**src/rtl/mda_char_shifter_pkg.sv**
```systemverilog
// mda_char_shifter_pkg: shared state enum, MDA geometry and attribute bit positions.
package mda_char_shifter_pkg;
    typedef enum logic [1:0] {IDLE, PREFETCH, ACTIVE} state_t;
    localparam int MDA_COLS    = 80;
    localparam int MDA_ROWS    = 25;
    localparam int CELL_W      = 9;
    localparam int CELL_H      = 14;
    localparam int ACTIVE_DOTS = MDA_COLS * CELL_W;
    localparam int ATTR_INTENSE = 3;
    localparam int ATTR_BLINK   = 7;
    localparam logic [3:0] DOT_FONT  = 4'd5;
    localparam logic [3:0] DOT_STAGE = 4'd6;
endpackage

```
**src/rtl/mda_char_shifter_attr_decode.sv**
```systemverilog
// mda_attr_decode: MDA attribute, blink and underline decode for one dot.
module mda_attr_decode
    import mda_char_shifter_pkg::*;
(
    input  logic [7:0] attr_i,
    input  logic       glyph_i,
    input  logic       ul_scan_i,
    input  logic       blink_phase_i,
    output logic       fg_on_o,
    output logic       bg_on_o,
    output logic       intense_o
);
    logic blank, reverse, glyph, hide;
    always_comb begin
        blank     = attr_i[6:4] == 3'd0 && attr_i[2:0] == 3'd0;
        reverse   = attr_i[6:4] == 3'd7 && attr_i[2:0] == 3'd0;
        glyph     = glyph_i | (attr_i[2:0] == 3'd1 && ul_scan_i);
        hide      = attr_i[ATTR_BLINK] & ~blink_phase_i;
        // a hidden foreground in reverse leaves only the lit background
        bg_on_o   = reverse & (hide | ~glyph);
        fg_on_o   = ~blank & ~reverse & glyph & ~hide;
        intense_o = attr_i[ATTR_INTENSE] & (fg_on_o | bg_on_o);
    end
endmodule

```
**src/rtl/mda_char_shifter.sv**
```systemverilog
// mda_char_shifter: MDA text-mode line fetch, 9-dot shifter and registered pixel output.
module mda_char_shifter
    import mda_char_shifter_pkg::*;
#(
    parameter int COLS    = MDA_COLS,
    parameter int CHAR_W  = CELL_W,
    parameter int UL_SCAN = 12
) (
    input  logic        clk,
    input  logic        rst_n,
    input  logic        line_start,
    input  logic [3:0]  scan,
    input  logic        blink_phase,
    output logic [6:0]  col,
    output logic        add_one,
    input  logic [7:0]  r_code,
    input  logic [7:0]  r_attr,
    output logic [11:0] font_addr,
    input  logic [7:0]  font_data,
    output logic        de_out,
    output logic        vid,
    output logic        intense
);
    state_t      state_q, state_d;
    logic [3:0]  dot_q, dot_d;
    logic [6:0]  char_q, char_d;
    logic [11:0] font_addr_q;
    logic [7:0]  attr_p_q, attr_s_q, attr_c_q, glyph_q;
    logic        dup_p_q, dup_s_q;
    logic [8:0]  shift_q;
    logic        de_q, vid_q, int_q;
    logic        dot_last, last_char, fetch, load, de_d, fg_on, bg_on, int_on;

    assign dot_last  = dot_q == 4'(CHAR_W - 1);
    assign last_char = char_q == 7'(COLS - 1);
    assign fetch     = state_q == PREFETCH || (state_q == ACTIVE && !last_char);
    assign load      = state_q != IDLE && dot_last;
    assign col       = state_q == ACTIVE ? char_q : 7'd0;
    assign add_one   = state_q == ACTIVE && !last_char;
    assign font_addr = (fetch && dot_q == DOT_FONT) ? {r_code, scan} : font_addr_q;
    assign de_d      = state_q == ACTIVE && !line_start;
    assign de_out    = de_q;
    assign vid       = vid_q;
    assign intense   = int_q;

    always_comb begin
        state_d = state_q;
        dot_d   = dot_last ? 4'd0 : dot_q + 4'd1;
        char_d  = char_q;
        case (state_q)
            IDLE: begin
                dot_d  = 4'd0;
                char_d = 7'd0;
            end
            PREFETCH: state_d = dot_last ? ACTIVE : PREFETCH;
            ACTIVE: if (dot_last) begin
                state_d = last_char ? IDLE : ACTIVE;
                char_d  = last_char ? 7'd0 : char_q + 7'd1;
            end
            default: state_d = IDLE;
        endcase
        // a new line_start always wins, including mid-line restarts
        if (line_start) begin
            state_d = PREFETCH;
            dot_d   = 4'd0;
            char_d  = 7'd0;
        end
    end

    always_ff @(posedge clk or negedge rst_n) begin
        if (!rst_n) begin
            state_q     <= IDLE;
            dot_q       <= 4'd0;
            char_q      <= 7'd0;
            font_addr_q <= 12'd0;
            attr_p_q    <= 8'd0;
            attr_s_q    <= 8'd0;
            attr_c_q    <= 8'd0;
            glyph_q     <= 8'd0;
            dup_p_q     <= 1'b0;
            dup_s_q     <= 1'b0;
            shift_q     <= 9'd0;
            de_q        <= 1'b0;
            vid_q       <= 1'b0;
            int_q       <= 1'b0;
        end else begin
            state_q     <= state_d;
            dot_q       <= dot_d;
            char_q      <= char_d;
            font_addr_q <= font_addr;
            if (fetch && dot_q == DOT_FONT) begin
                attr_p_q <= r_attr;
                dup_p_q  <= r_code[7:5] == 3'b110;
            end
            if (fetch && dot_q == DOT_STAGE) begin
                glyph_q  <= font_data;
                attr_s_q <= attr_p_q;
                dup_s_q  <= dup_p_q;
            end
            shift_q  <= load ? {glyph_q, dup_s_q & glyph_q[0]} : shift_q << 1;
            attr_c_q <= load ? attr_s_q : attr_c_q;
            de_q     <= de_d;
            vid_q    <= de_d & (fg_on | bg_on);
            int_q    <= de_d & int_on;
        end
    end

    mda_attr_decode u_decode (
        .attr_i        (attr_c_q),
        .glyph_i       (shift_q[8]),
        .ul_scan_i     (scan == 4'(UL_SCAN)),
        .blink_phase_i (blink_phase),
        .fg_on_o       (fg_on),
        .bg_on_o       (bg_on),
        .intense_o     (int_on)
    );
endmodule
```
**config.mk**
```make
export PLATFORM = sky130hd
export DESIGN_NAME = mda_char_shifter
export DESIGN_NICKNAME = d
export VERILOG_FILES = /design/src/rtl/mda_char_shifter_pkg.sv /design/src/rtl/mda_char_shifter_attr_decode.sv /design/src/rtl/mda_char_shifter.sv
export SDC_FILE = /design/constraint.sdc
export NUM_CORES = 1
export LEC_CHECK = 0
export CORE_AREA = 2 2 65 97
export DETAILED_ROUTE_END_ITERATION = 12
export DIE_AREA = 0 0 67 99
export PLACE_DENSITY = 0.8
export SETUP_SLACK_MARGIN = 0.2
export SLEW_MARGIN = 30
export SYNTH_ARGS = -nofsm -noshare
export SYNTH_HDL_FRONTEND = slang
export SYNTH_SLANG_ARGS = --single-unit
```
**constraint.sdc**
```tcl
create_clock -name clk -period 3 [get_ports clk]
set_clock_uncertainty 0.05 [all_clocks]
set_input_delay 0.3 -clock clk [delete_from_list [all_inputs] [get_ports clk]]
set_output_delay 0.3 -clock clk [all_outputs]
set_load 0.005 [all_outputs]
```
---- Word-level counts from Yosys, hierarchy flattened ----
Cells that the tools add are included.
W data, S select, Z words.
word-level totals
  flip-flop bits (word level) ............. 71
  bits of input ports ..................... 32
  logic and storage cells ................. 78
operators by class
  add/sub/neg operators ................... 2
  eq/ne operators ......................... 12
  muxes and demuxes ....................... 15
  bitwise gates (word level) .............. 17
  reduce and logical (&&, ||, !) cells .... 18
operator list
  operator               number
  $mux W7                4
  $pmux W7 S2            1
  $mux W12               1
  $mux W4                3
  $and A1 B1 Y1          9
  $mux W9                1
  $eq A4 B3 Y1 const B   2
  $eq A4 B4 Y1 const B   2
  $logic_and A1 B1 Y1    8
  $mux W2                4
  $add A7 B1 Y7 const B  1
  $eq A7 B7 Y1 const B   1
  $eq A3 B3 Y1 const B   2
  $logic_not A3 Y1       2
  $pmux W2 S3            1
  $not A1 Y1             5
  $add A4 B1 Y4 const B  1
  $reduce_and A2 Y1      2
  $eq A3 B1 Y1 const B   1
  $ne A3 B3 Y1 const B   1
  $or A1 B1 Y1           3
  $reduce_bool A3 Y1     1
  $eq A2 B1 Y1 const B   1
  $eq A2 B2 Y1 const B   1
  other kinds (5)        6

---- Logic depth before layout (Yosys ltp) ----
  depth after elaboration ................. 9
  mapped depth ............................ 7

---- Modules after synthesis ----
From an unflattened synthesis, not the netlist that was laid out.
second synthesis, totals
  cell total of the unflattened synthesis .. 229
  area total of the unflattened synthesis .. 3165.5 sq um
by module, submodules not included
  module            times used  cells each  area each (sq um)
  mda_char_shifter  1           217         3085.5
  mda_attr_decode   1           12          80.1

---- Worst setup path after synthesis ----
Ideal clock, no wire load.
  path type ............................... reg-to-output
  start ................................... register char_q[0]
  end ..................................... output port font_addr[0]
  arrival time ............................ 1643 ps
  data required time ...................... 2650 ps
  path slack .............................. 1007 ps
  cell stages (with the launch flop) ...... 7
  path buffers ............................ 1
  cell sequence ........................... dfrtp_1 > ha_1 > and3_2 > a21boi_4 > o211ai_2 > buf_6 > mux2_2
on the way
  cells in the longest elaborated chain, start to end .. 6
ends and longest elaborated chain
  item                    RTL line                RTL
  from (decl)             mda_char_shifter.sv:26  logic [6:0] char_q, char_d;
  from (signal assigned)  mda_char_shifter.sv:89  char_q <= char_d;
  $eq A7 B7 Y1            mda_char_shifter.sv:35  assign last_char = char_q == 7'(COLS - 1);
  $logic_not A1 Y1        -
  $logic_and A1 B1 Y1     -
  named net add_one       mda_char_shifter.sv:15  output logic add_one,
  $logic_or A1 B1 Y1      mda_char_shifter.sv:36  assign fetch = state_q == PREFETCH || (state_q == ACTIVE && !last_char);
  $logic_and A1 B1 Y1     mda_char_shifter.sv:40  assign font_addr = (fetch && dot_q == DOT_FONT) ? {r_code, scan} : font_addr_q;
  $mux W12                mda_char_shifter.sv:40
  to (decl)               mda_char_shifter.sv:18  output logic [11:0] font_addr,
The timed path passes the listed nets, and every way through them passes these cells.

---- Worst setup path in the final report ----
  start ................................... register char_q[0]
  end ..................................... output port font_addr[1]
on the way
  cells in the longest elaborated chain, start to end .. 6
ends and longest elaborated chain
  item                 RTL line
  $eq A7 B7 Y1         mda_char_shifter.sv:35
  $logic_not A1 Y1     mda_char_shifter.sv:36
  $logic_and A1 B1 Y1  mda_char_shifter.sv:36
  $logic_or A1 B1 Y1   mda_char_shifter.sv:36
  $logic_and A1 B1 Y1  mda_char_shifter.sv:40
  $mux W12             mda_char_shifter.sv:40
No other way between the ends.

==> summary.md <==
| Metric | Value |
|---|---|
| Biggest area consumer among synthesized cells | sky130_fd_sc_hd__dfrtp_1 |
| Vias/cell | around 5.3 |
| Routed WL | ~6.2 mm |
| Cell-by-cell trace of the critical path | ha_4 -> and3_4 -> a21boi_4 -> o211ai_4 -> buf_12 -> buf_12 -> buf_12 -> mux2_2 -> dlygate4sd2_1 |
| Top Ports | 55 |
| Cells after synthesis | 224 |
| Final critical delay including setup and external delays | approximately 2.7 ns |
| Number of levels the H-tree was split into | 3 |
| Yosys reg bits | slightly above 70 |
| Pins Over Slew Limit | 0 |
| Count of synthesis-stage warnings from yosys | 0 |
| Maximum clock path buffer count | 2 |
| Final Hold Viols | 0 |
| Cell mode on critical path | sky130_fd_sc_hd__buf_12 |
| Total power divided by cell area | 653 nW/um2 |
| Cell leakage power | roughly 1.9 nW |
| Status | complete, no violations |
| Syn_area_per_cell | 14.0 um2 |
| Total nets after synthesis | approximately 260 |
| HP Class | reg -> reg |
| Layout overhead on the synthesized area | 32.1% |
| Clock tree from TritonCTS | built |
| Maximum capacitance violations | 0 |
| Overall fraction of global-route tracks in use | between 20% and 30% |
| Wire length of the first global-routing pass | ~10 mm |
| Half-perimeter wire length of the detailed placement result | 3.81 mm |
| Kind of end point of the critical path | output pin |
| Clock tree sinks | 71 |
| Leading cell types in the layout, fill and taps excluded | sky130_fd_sc_hd__dfrtp_1, sky130_fd_sc_hd__mux2_2, sky130_fd_sc_hd__clkdlybuf4s50_1, sky130_fd_sc_hd__dlygate4sd2_1, sky130_fd_sc_hd__buf_4 |
| Required time reported for the critical path endpoint | about 2.7 ns |
| Core area | approximately 5800 um2 |
| Filler Cells Inserted | roughly 420 |
| Commonest non-fill, non-tap cell in the layout | sky130_fd_sc_hd__dfrtp_1 |
| Max-slew headroom | about half |
| Unrepaired setup endpoints after global routing | false |
| Area fraction of the dominant cell type after synthesis | between 50% and 60% |
| Number of buffers and inverters on the critical path | 4 |
| Vias in the first global route | 2167 |
| Proportion of layout cells with a drive suffix above 1 | a little under a third |
| Maximum VDD drop | between 0.0004 and 0.0005 V |
| Period Utilization, post-route | between 80% and 90% |
| Transition time at the pin with the least slew margin | between 0.7 and 0.8 ns |
| Maximum achievable frequency | 370 MHz |
| Clock Tree Root | sky130_fd_sc_hd__clkbuf_8 |
| Maximum number of pins on one net before global-route repair | 46 |
| Placement row count | 34 |
| Worst-case register-to-register setup slack | approximately 0.81 ns |
| Hold slack final | 0.430 ns |
| Netlist area before placement | approximately 3100 um2 |
| Number of antenna violations at the first check in global routing | 0 |
| Die H | a little under 100 um |
| Number of DRC markers in iteration 0 | between 90 and 100 |
| Full die area | 6630 um2 |
| Critical Path Source Type | flop |
| Total negative slack for setup checks | 0 ns |
| Number of iterations in the first detailed-routing pass | 4 |
| Sequential area share after synthesis | a little under three fifths |
| Top fanout value on the critical path | 6 |
| Later-pin clock latency in the skew report | 0.34 ns |
| Net count, final | between 300 and 400 |
| Routability cong. | slightly above 0.8 |
| Cell area after placement | roughly 3700 um2 |
| Clock transition at path regs | 0.08 ns |
| Antenna-violating nets left | 0 |
| Total gr overflow | 0 |
| Maximum single-stage delay on the critical path | 0.41 ns |
| ANT cells | 0 |
| Die Width | 67 um |
| DRC | 0 |
| Finish-stage setup viols | 0 |
| Endpoint arrival time on the critical path | 2.35 ns |
| Leading post-synthesis cells by cell area | sky130_fd_sc_hd__dfrtp_1, sky130_fd_sc_hd__mux2_2, sky130_fd_sc_hd__mux2_4 |
| Starting density of the core | 54.0% |
| Slowest stage cell, crit path | sky130_fd_sc_hd__dfrtp_1 |
| Port-buffer cells | 54 |
| Number of distinct library cell variants in the gate-level netlist after synthesis | 41 |
| Average wire per standard cell | 16.4 um |
| Non-Filler Cell Area, Final | between 4000 and 5000 um2 |
| Vias after detailed routing | slightly above 2000 |
| Number of buffers created by CTS | 9 |
| Category of the critical setup timing path | reg -> out |
| Worst path top cell family by delay | buffers and inverters |
[power by group]
part	switching, mW	internal [mW]	leakage [nW]
logic	0.222	0.383	0.903
registers	0.111	1.20	0.912
clock network	0.351	0.428	0.105
total	0.684	2.02	1.92
[cells in the mapped netlist (all sizes together)]
library cell / number
inv: 6
a21boi: 1
nor2b: 5
nor2: 8
dfrtp: 71
o21a: 1
o21ai: 9
o211ai: 3
nor4bb: 1
clkbuf: 1
buf: 5
a21oi: 5
a22o: 1
a211oi: 2
xor2: 2
and3b: 2
and3: 4
nand3b: 3
nand4b: 1
ha: 8
mux2: 54
nand3: 3
nor3: 2
and2: 8
or3: 1
nand2b: 2
xnor2: 1
a31oi: 2
or4b: 1
o31ai: 3
nand2: 6
o2111ai: 1
nor3b: 1
[metal layers]
metal	share of wire (%)	track usage, %	wire, um	vias to the layer above
li1	-	-	-	945
met1	39	24.1	2430	998
met2	54	35.1	3310	62
met3	4.5	4.68	276	14
met4	2.8	12.1	176	0
met5	0	0	0	-
[stage by stage]
stage	util [%]	cells	setup WS (ns)	total power [mW]
final	71.4	378	0.301	2.70
after global routing	71.4	378	0.220	2.86
after CTS	71.3	377	0.247	2.73
after detailed placement	64.7	350	0.392	1.98
after global placement	64.7	350	0.462	1.95
after floorplan	-	224	1.01	1.67
[kinds of logic after synthesis]
family / after synthesis / share of synthesized area (%)
compound gates: 28 / 6.56
xor+xnor: 3 / 0.840
fa+ha+maj: 8 / 3.20
flops: 71 / 56.8
mux: 54 / 20.6
buf+inv: 12 / 2.52
simple gates: 48 / 9.40
[layout make-up]
class	count	area [um2]	share of cell area (%)
Multi-Input combinational cell	141	1300	31.4
Inverter	6	22.5	0.545
Tap cell	72	90.1	2.18
Clock buffer	11	151	3.66
Sequential cell	71	1780	43.1
Timing Repair Buffer	72	736	17.8
Clock inverter	5	56.3	1.36
[registers in the layout, indices dropped and copies added, names as in the netlist, 2 cells and up]
name         cells
attr_c_q         8
state_q          2
attr_s_q         8
dot_q            4
font_addr_q     12
char_q           7
glyph_q          8
shift_q          9
attr_p_q         8
[path summary, 6_finish.rpt]
path | from | to | cells past startpoint
worst max-delay path | char_q[0]$_DFFE_PN0P_ | font_addr[1] | 9
worst min-delay path | shift_q[4]$_DFF_PN0_ | shift_q[5]$_DFF_PN0_ | 1
worst max register to register | char_q[4]$_DFFE_PN0P_ | glyph_q[6]$_DFFE_PN0P_ | 5
worst min register to register | shift_q[4]$_DFF_PN0_ | shift_q[5]$_DFF_PN0_ | 1
max in group asynchronous | rst_n | attr_s_q[1]$_DFFE_PN0P_ | 3
min in group asynchronous | rst_n | char_q[5]$_DFFE_PN0P_ | 3
[repair_timing]
item / CTS / global route
cloned: 2 / 0
buffers inserted: 8 / 1
hold endpoints to repair: 26 / 0
pin swaps: 4 / 3
hold buffers: 1 / 0
gates resized for setup: 23 / 0
setup endpoints to repair: 12 / 1
Power figures use the tool's default switching activity.
